$ cat src/rtl/timer_pkg.sv
// Shared widths and shadow-register type for the timer count unit.
// Width defaults are exported so the interface, prescaler and top agree on operand sizes.
package timer_pkg;

   localparam int DEF_WIDTH     = 32;
   localparam int DEF_PSC_WIDTH = 16;
   localparam int DEF_DT_WIDTH  = 8;

   typedef struct packed {
      logic [DEF_WIDTH-1:0] preload;
      logic [DEF_WIDTH-1:0] active;
   } shadow_reg_t;

   // A write is always captured in preload; active takes it at once when unbuffered or when it
   // coincides with an update event (bypass), otherwise active copies preload on the update event.
   function automatic shadow_reg_t shadow_next(
      input shadow_reg_t          cur,
      input logic                 wr,
      input logic [DEF_WIDTH-1:0] wdata,
      input logic                 preload_en,
      input logic                 uev
   );
      shadow_reg_t nxt;
      nxt = cur;
      if (wr) nxt.preload = wdata;
      if (wr && (!preload_en || uev)) nxt.active = wdata;
      else if (uev)                   nxt.active = cur.preload;
      return nxt;
   endfunction

endpackage

$ cat src/rtl/timer_count_unit_if.sv
// Register-write and operand bus of the timer count unit.
// Strobes are single-cycle and always accepted; there is no back-pressure on this bus.
interface timer_count_unit_if
   import timer_pkg::*;
#(
   parameter int WIDTH     = DEF_WIDTH,
   parameter int PSC_WIDTH = DEF_PSC_WIDTH,
   parameter int DT_WIDTH  = DEF_DT_WIDTH
);

   logic                 enable;
   logic                 preload_en;
   logic                 psc_wr;
   logic [PSC_WIDTH-1:0] psc_wdata;
   logic                 max_wr;
   logic                 cmp_wr;
   logic                 dt_wr;
   logic [WIDTH-1:0]     wdata;
   logic                 sw_update;
   logic                 flag_clr;

   logic [WIDTH-1:0]     count;
   logic [WIDTH-1:0]     compare;
   logic [WIDTH-1:0]     maxval;
   logic [DT_WIDTH-1:0]  value;
   logic                 update_evt;
   logic                 ovf_flag;

   modport master (
      output enable, preload_en, psc_wr, psc_wdata, max_wr, cmp_wr, dt_wr, wdata,
             sw_update, flag_clr,
      input  count, compare, maxval, value, update_evt, ovf_flag
   );

   modport slave (
      input  enable, preload_en, psc_wr, psc_wdata, max_wr, cmp_wr, dt_wr, wdata,
             sw_update, flag_clr,
      output count, compare, maxval, value, update_evt, ovf_flag
   );

endinterface

$ cat src/rtl/timer_prescaler.sv
// Programmable prescaler: divides the enabled clock by (psc_active + 1) and emits tick.
// The divide ratio is shadowed, so with preload enabled it changes only on an update event.
module timer_prescaler
   import timer_pkg::*;
#(
   parameter int PSC_WIDTH = DEF_PSC_WIDTH
) (
   input  logic                 clk,
   input  logic                 reset,
   input  logic                 run,
   input  logic                 preload_en,
   input  logic                 psc_wr,
   input  logic [PSC_WIDTH-1:0] psc_wdata,
   input  logic                 restart,
   input  logic                 uev,
   output logic                 tick
);

   logic [PSC_WIDTH-1:0] psc_cnt;
   logic [PSC_WIDTH-1:0] psc_pre;
   logic [PSC_WIDTH-1:0] psc_active;

   assign tick = run && (psc_cnt == psc_active);

   always_ff @(posedge clk) begin
      if (reset) begin
         psc_cnt    <= '0;
         psc_pre    <= '0;
         psc_active <= '0;
      end else begin
         // A software update realigns the prescaler even while the counter is frozen.
         if (restart || tick) psc_cnt <= '0;
         else if (run)        psc_cnt <= psc_cnt + PSC_WIDTH'(1);

         if (psc_wr) psc_pre <= psc_wdata;
         if (psc_wr && (!preload_en || uev)) psc_active <= psc_wdata;
         else if (uev)                       psc_active <= psc_pre;
      end
   end

endmodule

$ cat src/rtl/timer_count_unit.sv
// Timer time base: prescaled edge-aligned up-counter with auto-reload, shadowed PWM operands and
// a sticky overflow flag. Defining TIMER_ONE_PULSE_EN adds a one_pulse input (halt after overflow).
module timer_count_unit
   import timer_pkg::*;
#(
   parameter int WIDTH     = DEF_WIDTH,
   parameter int PSC_WIDTH = DEF_PSC_WIDTH,
   parameter int DT_WIDTH  = DEF_DT_WIDTH
) (
   input  logic              clk,
   input  logic              reset,
`ifdef TIMER_ONE_PULSE_EN
   input  logic              one_pulse,
`endif
   timer_count_unit_if.slave bus
);

   logic [WIDTH-1:0]    count_q;
   shadow_reg_t         max_r;
   shadow_reg_t         cmp_r;
   logic [DT_WIDTH-1:0] dt_pre;
   logic [DT_WIDTH-1:0] dt_active;
   logic                evt_q;
   logic                flag_q;
   logic                run;
   logic                tick;
   logic                ovf;
   logic                uev;

`ifdef TIMER_ONE_PULSE_EN
   logic halted;

   // Halt persists until enable drops (re-arm on the next rise) or software forces an update.
   always_ff @(posedge clk) begin
      if (reset)                              halted <= 1'b0;
      else if (!bus.enable || bus.sw_update)  halted <= 1'b0;
      else if (ovf && one_pulse)              halted <= 1'b1;
   end

   assign run = bus.enable && !halted;
`else
   assign run = bus.enable;
`endif

   timer_prescaler #(
      .PSC_WIDTH (PSC_WIDTH)
   ) u_prescaler (
      .clk        (clk),
      .reset      (reset),
      .run        (run),
      .preload_en (bus.preload_en),
      .psc_wr     (bus.psc_wr),
      .psc_wdata  (bus.psc_wdata),
      .restart    (bus.sw_update),
      .uev        (uev),
      .tick       (tick)
   );

   // >= rather than == so a maxval lowered below the running count still wraps on the next tick.
   assign ovf = tick && (count_q >= max_r.active);
   assign uev = ovf || bus.sw_update;

   always_ff @(posedge clk) begin
      if (reset) begin
         count_q   <= '0;
         max_r     <= '0;
         cmp_r     <= '0;
         dt_pre    <= '0;
         dt_active <= '0;
         evt_q     <= 1'b0;
         flag_q    <= 1'b0;
      end else begin
         if (uev)       count_q <= '0;
         else if (tick) count_q <= count_q + WIDTH'(1);

         max_r <= shadow_next(max_r, bus.max_wr, bus.wdata, bus.preload_en, uev);
         cmp_r <= shadow_next(cmp_r, bus.cmp_wr, bus.wdata, bus.preload_en, uev);

         if (bus.dt_wr) dt_pre <= bus.wdata[DT_WIDTH-1:0];
         if (bus.dt_wr && (!bus.preload_en || uev)) dt_active <= bus.wdata[DT_WIDTH-1:0];
         else if (uev)                              dt_active <= dt_pre;

         evt_q  <= uev;
         flag_q <= uev || (flag_q && !bus.flag_clr);
      end
   end

   assign bus.count      = count_q;
   assign bus.compare    = cmp_r.active;
   assign bus.maxval     = max_r.active;
   assign bus.value      = dt_active;
   assign bus.update_evt = evt_q;
   assign bus.ovf_flag   = flag_q;

endmodule

$ cat src/flat_wrapper.sv
// flat-port wrapper written by rule: the top's interface ports become plain ports
module timer_count_unit_flat import timer_pkg::*;
#(
   parameter int WIDTH     = DEF_WIDTH,
   parameter int PSC_WIDTH = DEF_PSC_WIDTH,
   parameter int DT_WIDTH  = DEF_DT_WIDTH
)
  (clk, reset, bus_enable, bus_preload_en, bus_psc_wr, bus_psc_wdata, bus_max_wr, bus_cmp_wr, bus_dt_wr, bus_wdata, bus_sw_update, bus_flag_clr, bus_count, bus_compare, bus_maxval, bus_value, bus_update_evt, bus_ovf_flag);
  timer_count_unit_if #(.WIDTH(WIDTH), .PSC_WIDTH(PSC_WIDTH), .DT_WIDTH(DT_WIDTH)) bus_i ();
  input  logic clk;
  input  logic reset;
  input wire logic [$bits(bus_i.enable)-1:0] bus_enable;
  input wire logic [$bits(bus_i.preload_en)-1:0] bus_preload_en;
  input wire logic [$bits(bus_i.psc_wr)-1:0] bus_psc_wr;
  input wire logic [$bits(bus_i.psc_wdata)-1:0] bus_psc_wdata;
  input wire logic [$bits(bus_i.max_wr)-1:0] bus_max_wr;
  input wire logic [$bits(bus_i.cmp_wr)-1:0] bus_cmp_wr;
  input wire logic [$bits(bus_i.dt_wr)-1:0] bus_dt_wr;
  input wire logic [$bits(bus_i.wdata)-1:0] bus_wdata;
  input wire logic [$bits(bus_i.sw_update)-1:0] bus_sw_update;
  input wire logic [$bits(bus_i.flag_clr)-1:0] bus_flag_clr;
  output wire logic [$bits(bus_i.count)-1:0] bus_count;
  output wire logic [$bits(bus_i.compare)-1:0] bus_compare;
  output wire logic [$bits(bus_i.maxval)-1:0] bus_maxval;
  output wire logic [$bits(bus_i.value)-1:0] bus_value;
  output wire logic [$bits(bus_i.update_evt)-1:0] bus_update_evt;
  output wire logic [$bits(bus_i.ovf_flag)-1:0] bus_ovf_flag;
  assign bus_i.enable = bus_enable;
  assign bus_i.preload_en = bus_preload_en;
  assign bus_i.psc_wr = bus_psc_wr;
  assign bus_i.psc_wdata = bus_psc_wdata;
  assign bus_i.max_wr = bus_max_wr;
  assign bus_i.cmp_wr = bus_cmp_wr;
  assign bus_i.dt_wr = bus_dt_wr;
  assign bus_i.wdata = bus_wdata;
  assign bus_i.sw_update = bus_sw_update;
  assign bus_i.flag_clr = bus_flag_clr;
  assign bus_count = bus_i.count;
  assign bus_compare = bus_i.compare;
  assign bus_maxval = bus_i.maxval;
  assign bus_value = bus_i.value;
  assign bus_update_evt = bus_i.update_evt;
  assign bus_ovf_flag = bus_i.ovf_flag;
  timer_count_unit #(.WIDTH(WIDTH), .PSC_WIDTH(PSC_WIDTH), .DT_WIDTH(DT_WIDTH)) u_core (.clk(clk), .reset(reset), .bus(bus_i));
endmodule
$ cat config.mk
export PLATFORM = sky130hd
export DESIGN_NAME = timer_count_unit_flat
export DESIGN_NICKNAME = d
export VERILOG_FILES = /design/src/rtl/timer_pkg.sv /design/src/rtl/timer_count_unit_if.sv /design/src/rtl/timer_prescaler.sv /design/src/rtl/timer_count_unit.sv /design/src/flat_wrapper.sv
export SDC_FILE = /design/constraint.sdc
export NUM_CORES = 1
export LEC_CHECK = 0
export ABC_CLOCK_PERIOD_IN_PS = 3120
export CAP_MARGIN = 20
export CORE_ASPECT_RATIO = 1.1
export CORE_MARGIN = 2
export CORE_UTILIZATION = 35
export DETAILED_ROUTE_END_ITERATION = 16
export GPL_ROUTABILITY_DRIVEN = 0
export GPL_TIMING_DRIVEN = 0
export PLACE_DENSITY = 0.55
export SLEW_MARGIN = 20
export SYNTH_ARGS = -nofsm -noshare
export SYNTH_HDL_FRONTEND = slang
export SYNTH_SLANG_ARGS = --single-unit
$ cat constraint.sdc
create_clock -name clk -period 3.12 [get_ports clk]
set_clock_uncertainty 0.1 [all_clocks]
set_input_delay 0.468 -clock clk [delete_from_list [all_inputs] [get_ports clk]]
set_output_delay 0.468 -clock clk [all_outputs]
set_load 0.05 [all_outputs]
==> flow_summary.json, run 1 <==
{
  "run_status": "complete, no violations",
  "crit_slowest_cell": "dfxtp_1",
  "path_clk_slew_ps": 60,
  "crit_buf_inv": 4,
  "rows": 65,
  "worst_ep_required_time_ps": 3430,
  "grt_pass1_wl_microns": 45000,
  "min_path_cells": 3,
  "worst-path-stages": 12,
  "tightest_slew_ps": 837,
  "coreArea_sq_um": 28600,
  "criticalPathCategory": "flip-flop to flip-flop",
  "cap_violations": 0,
  "slew_viol_final": 0,
  "dieWidth_microns": 166,
  "worst_path_largest_cell_delay_ps": 450,
  "max_freq_mhz": 331,
  "vdd_drop_max_v": 0.000440,
  "post-route-period-util_pct": 96.9,
  "clock_sinks": 226,
  "synth-async-reset-ratio_pct": 0,
  "syn_inst": 1134,
  "power_frac_comb_pct": 16.7,
  "numPortBuffers": 158,
  "grt_overflow": 0,
  "endpoint_kind": "flip-flop",
  "setup_violations": 0,
  "grt_setup_unrepaired": "true",
  "p_per_area_nw_per_um2": 547,
  "post-synth-top-count-cell": "dfxtp_1",
  "startpoint_type": "flip-flop",
  "power_mw": 7.19,
  "clkPwrFrac_pct": 39.8,
  "antenna_found_initial": 0,
  "yosys_warnings": 0,
  "synth.cell_area_sq_um": 10200,
  "drive_above_1_share_pct": 11.2,
  "clock_path_buffers": 3,
  "track_usage_pct": 18.4,
  "wl_microns": 28500,
  "synth-seq-cells": 226,
  "cts_tree": "done",
  "final_util_pct": 45.9,
  "area_growth_pct": 29.4,
  "fp.dieH_microns": 183,
  "power_leakage_nw": 5.60,
  "wire_per_inst_microns": 16.7,
  "syn_nets": 1226,
  "cpMostUsedCell": "buf_4",
  "dieArea_sq_um": 30400,
  "setup_tns_ps": 0,
  "syn_area_per_cell_sq_um": 8.96,
  "grt_pass1_vias": 8029,
  "hold_class": "input port to flip-flop",
  "fillerInstances": 2855,
  "diodes": 0,
  "clkLatencyLatePin_ps": 530,
  "r2r_cells": 12,
  "first_pass_iters": 4,
  "nets": 1418,
  "hold_viol": 0,
  "worst-path-max-fanout": 10,
  "cts_root_buf": "clkbuf_16",
  "pre_cts_slack_ps": -554,
  "p_switching_mw": 2.01,
  "start_util_pct": 35.5,
  "worstPathCellList": "inv_1 -> ha_1 -> nand4_1 -> nor4_2 -> a211oi_1 -> and3_1 -> a21oi_4 -> buf_4 -> a211oi_4 -> buf_4 -> clkbuf_4 -> a22o_1",
  "grt_max_degree": 13,
  "ant_nets": 0,
  "layout_setup_ws_ps": 96.5,
  "layout_min_cycle_time_ps": 3020,
  "drt-initial-drc-count": 500,
  "synth_edf_count": 0,
  "pwr-share-seq_pct": 43.5,
  "num_vias": 8205,
  "drc": 0,
  "max_slew_margin_pct": 44.2,
  "synth_top_area_share_pct": 44.5,
  "viasPerCell": 4.80,
  "cp.arrival_ps": 3330,
  "synth_cell_types": 42,
  "cp_top_family": "simple AND/OR/NAND/NOR gates",
  "cts_inserted_buffers": 26,
  "dp_hpwl_microns": 21400,
  "synth_top_area_cell": "dfxtp_1",
  "synth-seq-area-share_pct": 44.5,
  "io_pins": 164,
  "htreeDepth": 1,
  "ys.flop_type": "dfxtp_1",
  "ys_top_cells_by_count": "dfxtp_1, nand2_1, nor2_1, mux2i_1, a22o_1",
  "p_sw_share_pct": 27.9,
  "holdWs_ps": 288,
  "synth_area_leaders": "dfxtp_1, mux2i_1, a22o_1",
  "cellInternalPower_mw": 5.19
}
-- final cells by class --
type / count / area, sq um / area share [%]
inverters: 42 / 158 / 1.20
multi-input cells: 741 / 4830 / 36.7
clock buffers: 37 / 753 / 5.73
well taps: 368 / 460 / 3.50
clock inverters: 7 / 38.8 / 0.295
plain buffers: 125 / 752 / 5.72
flip-flops and latches: 226 / 4530 / 34.5
repair buffers: 164 / 1630 / 12.4
-- cells in the final DEF (no fill, tap or decap), drive strengths merged, types with 12 or more instances in the layout --
| cell | instances |
|---|---|
| inv | 42 |
| and3 | 13 |
| ha | 34 |
| nand3 | 14 |
| buf | 84 |
| a21oi | 31 |
| xnor2 | 38 |
| mux2i | 84 |
| nand2b | 18 |
| a22o | 78 |
| nand4 | 16 |
| o21ai | 21 |
| clkbuf | 84 |
| nor2 | 136 |
| nor2b | 14 |
| clkdlybuf4s50 | 158 |
| nor3 | 12 |
| nand2 | 168 |
| dfxtp | 226 |
| xor2 | 24 |
-- worst register-to-register path, delay by kind of cell, from the launching register on --
kind / cells / cell delay, ps
AOI/OAI and AO/OA: 4 / 680
buffers and inverters: 4 / 640
and+or+nand+nor: 3 / 710
adders and majority gates: 1 / 320
DFF: 1 / 450
-- power by group through the flow --
| stage | registers (mW) | clock network, mW | logic [mW] |
|---|---|---|---|
| 6_report | 3.13 | 2.87 | 1.20 |
| 5_1_grt | 3.15 | 3.05 | 1.30 |
| 4_1_cts | 3.13 | 2.93 | 1.18 |
| 3_5_place_dp | 3.19 | 0 | 1.17 |
| 3_3_place_gp | 3.19 | 0 | 1.16 |
| 2_1_floorplan | 3.19 | 0 | 0.757 |
-- sequential cells by signal, summed over array words and instances (netlist names) --
signal	flops
u_core.bus.value	8
u_core.bus.ovf_flag	1
u_core.max_r	32
u_core.bus.compare	32
u_core.bus.update_evt	1
u_core.bus.maxval	32
u_core.u_prescaler.psc_active	16
u_core.u_prescaler.psc_pre	16
u_core.bus.count	32
u_core.dt_pre	8
u_core.cmp_r	32
u_core.u_prescaler.psc_cnt	16
-- routing by layer --
metal,up-vias,track usage (%),routed length [microns]
met1,3832,24.9,13300
li1,4156,-,-
met2,181,31.0,13300
met4,0,4.34,560
met5,-,0,0
met3,36,2.95,1390
-- worst paths after layout --
path | from | end | slack [ps]
min reg2reg | u_core.u_prescaler.psc_pre[1]$_SDFFE_PP0P_ | u_core.u_prescaler.psc_pre[1]$_SDFFE_PP0P_ | 380
max | u_core.bus.maxval[27]$_SDFFE_PP0P_ | u_core.u_prescaler.psc_active[13]$_SDFFE_PP0P_ | 100
max reg2reg | u_core.bus.maxval[27]$_SDFFE_PP0P_ | u_core.u_prescaler.psc_active[13]$_SDFFE_PP0P_ | 100
min | bus_enable | u_core.u_prescaler.psc_cnt[1]$_SDFFE_PP0P_ | 290
-- cell families after synthesis --
logic type,after synthesis,synth area share (%)
AND/OR/NAND/NOR,409,17.9
flip-flops,226,44.5
buffers and inverters,167,8.67
AO/OA/AOI/OAI,152,11.1
multiplexers,84,8.27
XOR/XNOR,62,5.34
adder cells (fa/ha/maj),34,4.19
-- what timing repair did --
item | in CTS | in global routing
setup buffers | 1 | 5
setup endpoints to repair | 87 | 115
hold buffers | 0 | 0
pin swaps | 1 | 3
resized for setup | 14 | 29
hold endpoints to repair | 0 | 0
-- through the flow --
| stage | std cells | area, sq um |
|---|---|---|
| final | 1710 | 13200 |
| after global routing | 1710 | 13200 |
| after CTS | 1705 | 13100 |
| after detailed placement | 1660 | 12200 |
| after global placement | 1660 | 12200 |
| after floorplan | 1134 | 10200 |
Power figures use the tool's default switching activity.
==> inputs of run 2 (changes only) <==
--- a/config.mk
+++ b/config.mk
@@ -14,6 +14,7 @@
 export GPL_ROUTABILITY_DRIVEN = 0
 export GPL_TIMING_DRIVEN = 0
 export PLACE_DENSITY = 0.55
+export REMOVE_ABC_BUFFERS = 1
 export SLEW_MARGIN = 20
 export SYNTH_ARGS = -nofsm -noshare
 export SYNTH_HDL_FRONTEND = slang
==> flow_summary.json, run 2 (synthesis results as in run 1) <==
{
  "crit_slowest_cell": "dfxtp_2",
  "dieWidth_microns": 166,
  "dieArea_sq_um": 30400,
  "rows": 65,
  "cts_root_buf": "clkbuf_16",
  "r2r_cells": 12,
  "grt_setup_unrepaired": "true",
  "vdd_drop_max_v": 0.000342,
  "setup_violations": 0,
  "hold_class": "input port to flip-flop",
  "antenna_found_initial": 0,
  "worst-path-stages": 12,
  "cts_inserted_buffers": 26,
  "wl_microns": 27100,
  "num_vias": 7913,
  "grt_overflow": 0,
  "setup_tns_ps": 0,
  "drc": 0,
  "worst_ep_required_time_ps": 3430,
  "area_growth_pct": 28.0,
  "min_path_cells": 2,
  "ant_nets": 0,
  "hold_viol": 0,
  "cap_violations": 0,
  "startpoint_type": "flip-flop",
  "worst-path-max-fanout": 11,
  "cts_tree": "done",
  "tightest_slew_ps": 1030,
  "cpMostUsedCell": "buf_4",
  "cts_hold_buf": 0,
  "layout_min_cycle_time_ps": 3010,
  "crit_buf_inv": 4,
  "clkLatencyLatePin_ps": 530,
  "path_clk_slew_ps": 60,
  "coreArea_sq_um": 28600,
  "start_util_pct": 35.5,
  "fp.dieH_microns": 183,
  "diodes": 0,
  "htreeDepth": 1,
  "first_pass_iters": 4,
  "grt_pass1_wl_microns": 43200,
  "worst_path_largest_cell_delay_ps": 390,
  "grt_max_degree": 59,
  "run_status": "complete, no violations",
  "worstPathCellList": "inv_1 -> ha_1 -> o211ai_1 -> a211o_1 -> a311oi_2 -> o311ai_2 -> buf_4 -> a21oi_4 -> nor3_4 -> buf_4 -> buf_4 -> a22o_1",
  "slew_viol_final": 0,
  "layout_setup_ws_ps": 107,
  "viasPerCell": 4.89,
  "max_slew_margin_pct": 31.1,
  "holdWs_ps": 239,
  "wire_per_inst_microns": 16.8,
  "drt-initial-drc-count": 423,
  "numPortBuffers": 163,
  "clock_path_buffers": 3,
  "drive_above_1_share_pct": 8.25,
  "power_leakage_nw": 5.42,
  "final_cell_mix": "dfxtp_1, nand2_1, clkdlybuf4s50_1, nor2_1, mux2i_1",
  "max_freq_mhz": 332,
  "fillerInstances": 2779,
  "criticalPathCategory": "flip-flop to flip-flop",
  "io_pins": 164,
  "clock_sinks": 226,
  "nets": 1321,
  "seq_area_sq_um": 4530,
  "pre_cts_slack_ps": -670,
  "dp_hpwl_microns": 18100,
  "endpoint_kind": "flip-flop",
  "mostFrequentLayoutCell": "dfxtp_1",
  "track_usage_pct": 17.5,
  "final_util_pct": 45.5,
  "grt_pass1_vias": 7677,
  "cp.arrival_ps": 3320,
  "post-route-period-util_pct": 96.6,
  "multi_input_comb_area_sq_um": 4930,
  "cp_top_family": "compound AO/OA/AOI/OAI gates",
  "p_per_area_nw_per_um2": 599
}
## run 2: worst paths after layout
kind | start | to | slack [ps]
setup / recovery | u_core.bus.count[0]$_SDFFE_PP0P_ | u_core.bus.compare[11]$_SDFFE_PP0P_ | 110
hold / removal | reset | u_core.max_r[42]$_SDFFE_PP0P_ | 240
setup reg to reg | u_core.bus.count[0]$_SDFFE_PP0P_ | u_core.bus.compare[11]$_SDFFE_PP0P_ | 110
hold reg to reg | u_core.bus.ovf_flag$_SDFF_PP0_ | u_core.bus.ovf_flag$_SDFF_PP0_ | 370
## run 2: area by class of cell
cell class                 instances  share of cell area (%)
multi-input combinational        743                    37.9
sequential                       226                    34.8
timing repair buffer             190                    14.9
clock buffer                      36                    5.84
tap                              368                    3.54
clock inverter                    12                    1.85
inverter                          42                    1.21
## run 2: repair_timing
item,CTS,global route
pin swaps,3,5
buffers inserted,9,6
hold endpoints to repair,0,0
setup endpoints to repair,120,69
gates cloned,3,0
gates resized for setup,14,7
## run 2: power by group
group	internal [mW]	total [mW]	switching (mW)
Combinational	0.459	1.18	0.718
Sequential	3.03	3.11	0.0799
Clock	2.27	3.51	1.23
## run 2: stage by stage
stage	power, mW	cell area [sq um]	instances
floorplan	3.81	9440	1009
CTS	7.89	12900	1611
global placement	4.27	11500	1540
global route	8.14	13000	1617
finish	7.80	13000	1617
detailed placement	4.29	11700	1551
## run 2: per-layer routing
| metal | part of all wire (%) | GRT usage, % | vias to the layer above |
|---|---|---|---|
| met3 | 6.5 | 4.60 | 29 |
| met2 | 47 | 29.0 | 141 |
| li1 | - | - | 3982 |
| met4 | 2.0 | 4.69 | 0 |
| met5 | 0 | 0 | - |
| met1 | 45 | 22.7 | 3761 |
==> inputs of run 3 (changes only) <==
--- a/config.mk
+++ b/config.mk
@@ -13,6 +13,7 @@
 export DETAILED_ROUTE_END_ITERATION = 16
 export GPL_ROUTABILITY_DRIVEN = 0
 export GPL_TIMING_DRIVEN = 0
+export MAX_ROUTING_LAYER = met4
 export PLACE_DENSITY = 0.55
 export REMOVE_ABC_BUFFERS = 1
 export SLEW_MARGIN = 20
==> flow_summary.json, run 3 (synthesis results as in run 1) <==
{
  "power_mw": 7.79,
  "mostFrequentLayoutCell": "dfxtp_1",
  "antenna_found_initial": 0,
  "final_cell_area_sq_um": 13000,
  "startpoint": "u_core.bus.count[0]$_SDFFE_PP0P_",
  "diodes": 0,
  "startpoint_type": "flip-flop",
  "hold_class": "input port to flip-flop",
  "setup_violations": 0,
  "hold_viol": 0,
  "clkLatencyLatePin_ps": 530,
  "grt_setup_unrepaired": "true",
  "cp_top_family": "compound AO/OA/AOI/OAI gates",
  "cts_tree": "done",
  "final_cell_mix": "dfxtp_1, nand2_1, clkdlybuf4s50_1, nor2_1, mux2i_1",
  "cts_hold_buf": 0,
  "track_usage_pct": 18.1,
  "coreArea_sq_um": 28600,
  "worst_path_largest_cell_delay_ps": 390,
  "finalNonFillerCells": 1617,
  "clock_sinks": 226,
  "worst-path-max-fanout": 11,
  "drc": 0,
  "p_per_area_nw_per_um2": 599,
  "max_slew_margin_pct": 31.7,
  "max_freq_mhz": 332,
  "vdd_drop_max_v": 0.000340,
  "grt_pass1_vias": 7647,
  "r2r_cells": 12,
  "rows": 65,
  "layout_setup_ws_ps": 108,
  "dpl.cell_count": 1551,
  "post-route-period-util_pct": 96.5,
  "worstPathCellList": "inv_1 -> ha_1 -> o211ai_1 -> a211o_1 -> a311oi_2 -> o311ai_2 -> buf_4 -> a21oi_4 -> nor3_4 -> buf_4 -> buf_4 -> a22o_1",
  "cp.arrival_ps": 3320,
  "run_status": "complete, no violations",
  "area_growth_pct": 28.0,
  "power_leakage_nw": 5.42,
  "wl_microns": 27200,
  "start_util_pct": 35.5,
  "cts_inserted_buffers": 26,
  "cpMostUsedCell": "buf_4",
  "fillerInstances": 2779,
  "fp.dieH_microns": 183,
  "min_path_cells": 2,
  "layout_min_cycle_time_ps": 3010,
  "grt_max_degree": 59,
  "dp_hpwl_microns": 18100,
  "htreeDepth": 1,
  "viasPerCell": 4.88,
  "slew_viol_final": 0,
  "min-delay-start": "reset",
  "dieWidth_microns": 166,
  "num_vias": 7889,
  "cts_root_buf": "clkbuf_16",
  "crit_buf_inv": 4,
  "tightest_slew_ps": 1020,
  "grt_pass1_wl_microns": 43200,
  "final_util_pct": 45.5,
  "pre_cts_slack_ps": -670,
  "criticalPathCategory": "flip-flop to flip-flop",
  "path_clk_slew_ps": 60,
  "wire_per_inst_microns": 16.8,
  "dieArea_sq_um": 30400,
  "grt_overflow": 0,
  "worstReg2RegStart": "u_core.bus.count[0]$_SDFFE_PP0P_",
  "placed_cell_area_sq_um": 11700,
  "clock_path_buffers": 3,
  "cap_violations": 0,
  "crit_slowest_cell": "dfxtp_2",
  "worst_ep_required_time_ps": 3430,
  "worst-path-stages": 12,
  "endpoint_kind": "flip-flop",
  "first_pass_iters": 4,
  "nets": 1321,
  "drive_above_1_share_pct": 8.25,
  "ant_nets": 0,
  "io_pins": 164,
  "numPortBuffers": 163,
  "drt-initial-drc-count": 396
}
-- run 3: timing repair --
item                                    CTS  global route
pin swaps                                 3             5
gates cloned                              3             0
gates resized for setup                  14             7
setup buffers                             9             6
endpoints found under the setup margin  120            67
-- run 3: power breakdown --
group          internal (mW)  switching, mW
Clock                   2.27           1.23
Combinational          0.459          0.718
Sequential              3.03         0.0799
Total                   5.77           2.03
-- run 3: layout make-up --
type | instances | area [sq um] | area share (%)
Multi-Input combinational cell | 743 | 4930 | 37.9
Tap cell | 368 | 460 | 3.54
Inverter | 42 | 158 | 1.21
Clock inverter | 12 | 240 | 1.85
Timing Repair Buffer | 190 | 1940 | 14.9
Clock buffer | 36 | 759 | 5.84
Sequential cell | 226 | 4530 | 34.8
-- run 3: path summary, 6_finish.rpt --
path / to / slack (ps)
setup / recovery: u_core.bus.compare[11]$_SDFFE_PP0P_ / 110
hold / removal: u_core.max_r[48]$_SDFFE_PP0P_ / 250
setup reg to reg: u_core.bus.compare[11]$_SDFFE_PP0P_ / 110
hold reg to reg: u_core.bus.ovf_flag$_SDFF_PP0_ / 380
-- run 3: metal layers --
| metal | up-vias | GRT usage (%) | share of wire, % |
|---|---|---|---|
| met4 | 0 | 4.69 | 2.0 |
| li1 | 3987 | - | - |
| met2 | 145 | 28.8 | 47 |
| met5 | - | - | 0 |
| met1 | 3730 | 23.1 | 45 |
| met3 | 27 | 4.29 | 6.1 |
-- run 3: worst register-to-register path: stages (launching register included) --
cell      delay (ps)
dfxtp_2          390
inv_1             60
ha_1             280
o211ai_1          90
a211o_1          340
a311oi_2         280
o311ai_2         170
buf_4            190
a21oi_4          270
nor3_4            80
buf_4            200
buf_4            200
a22o_1           240
-- run 3: metrics by stage --
step	setup TNS (ps)	hold WS, ps
after global placement	-678240	363
final	0	247
after CTS	0	226
after detailed placement	-57770	365
after global routing	-99.0	235
after floorplan	-137100	345
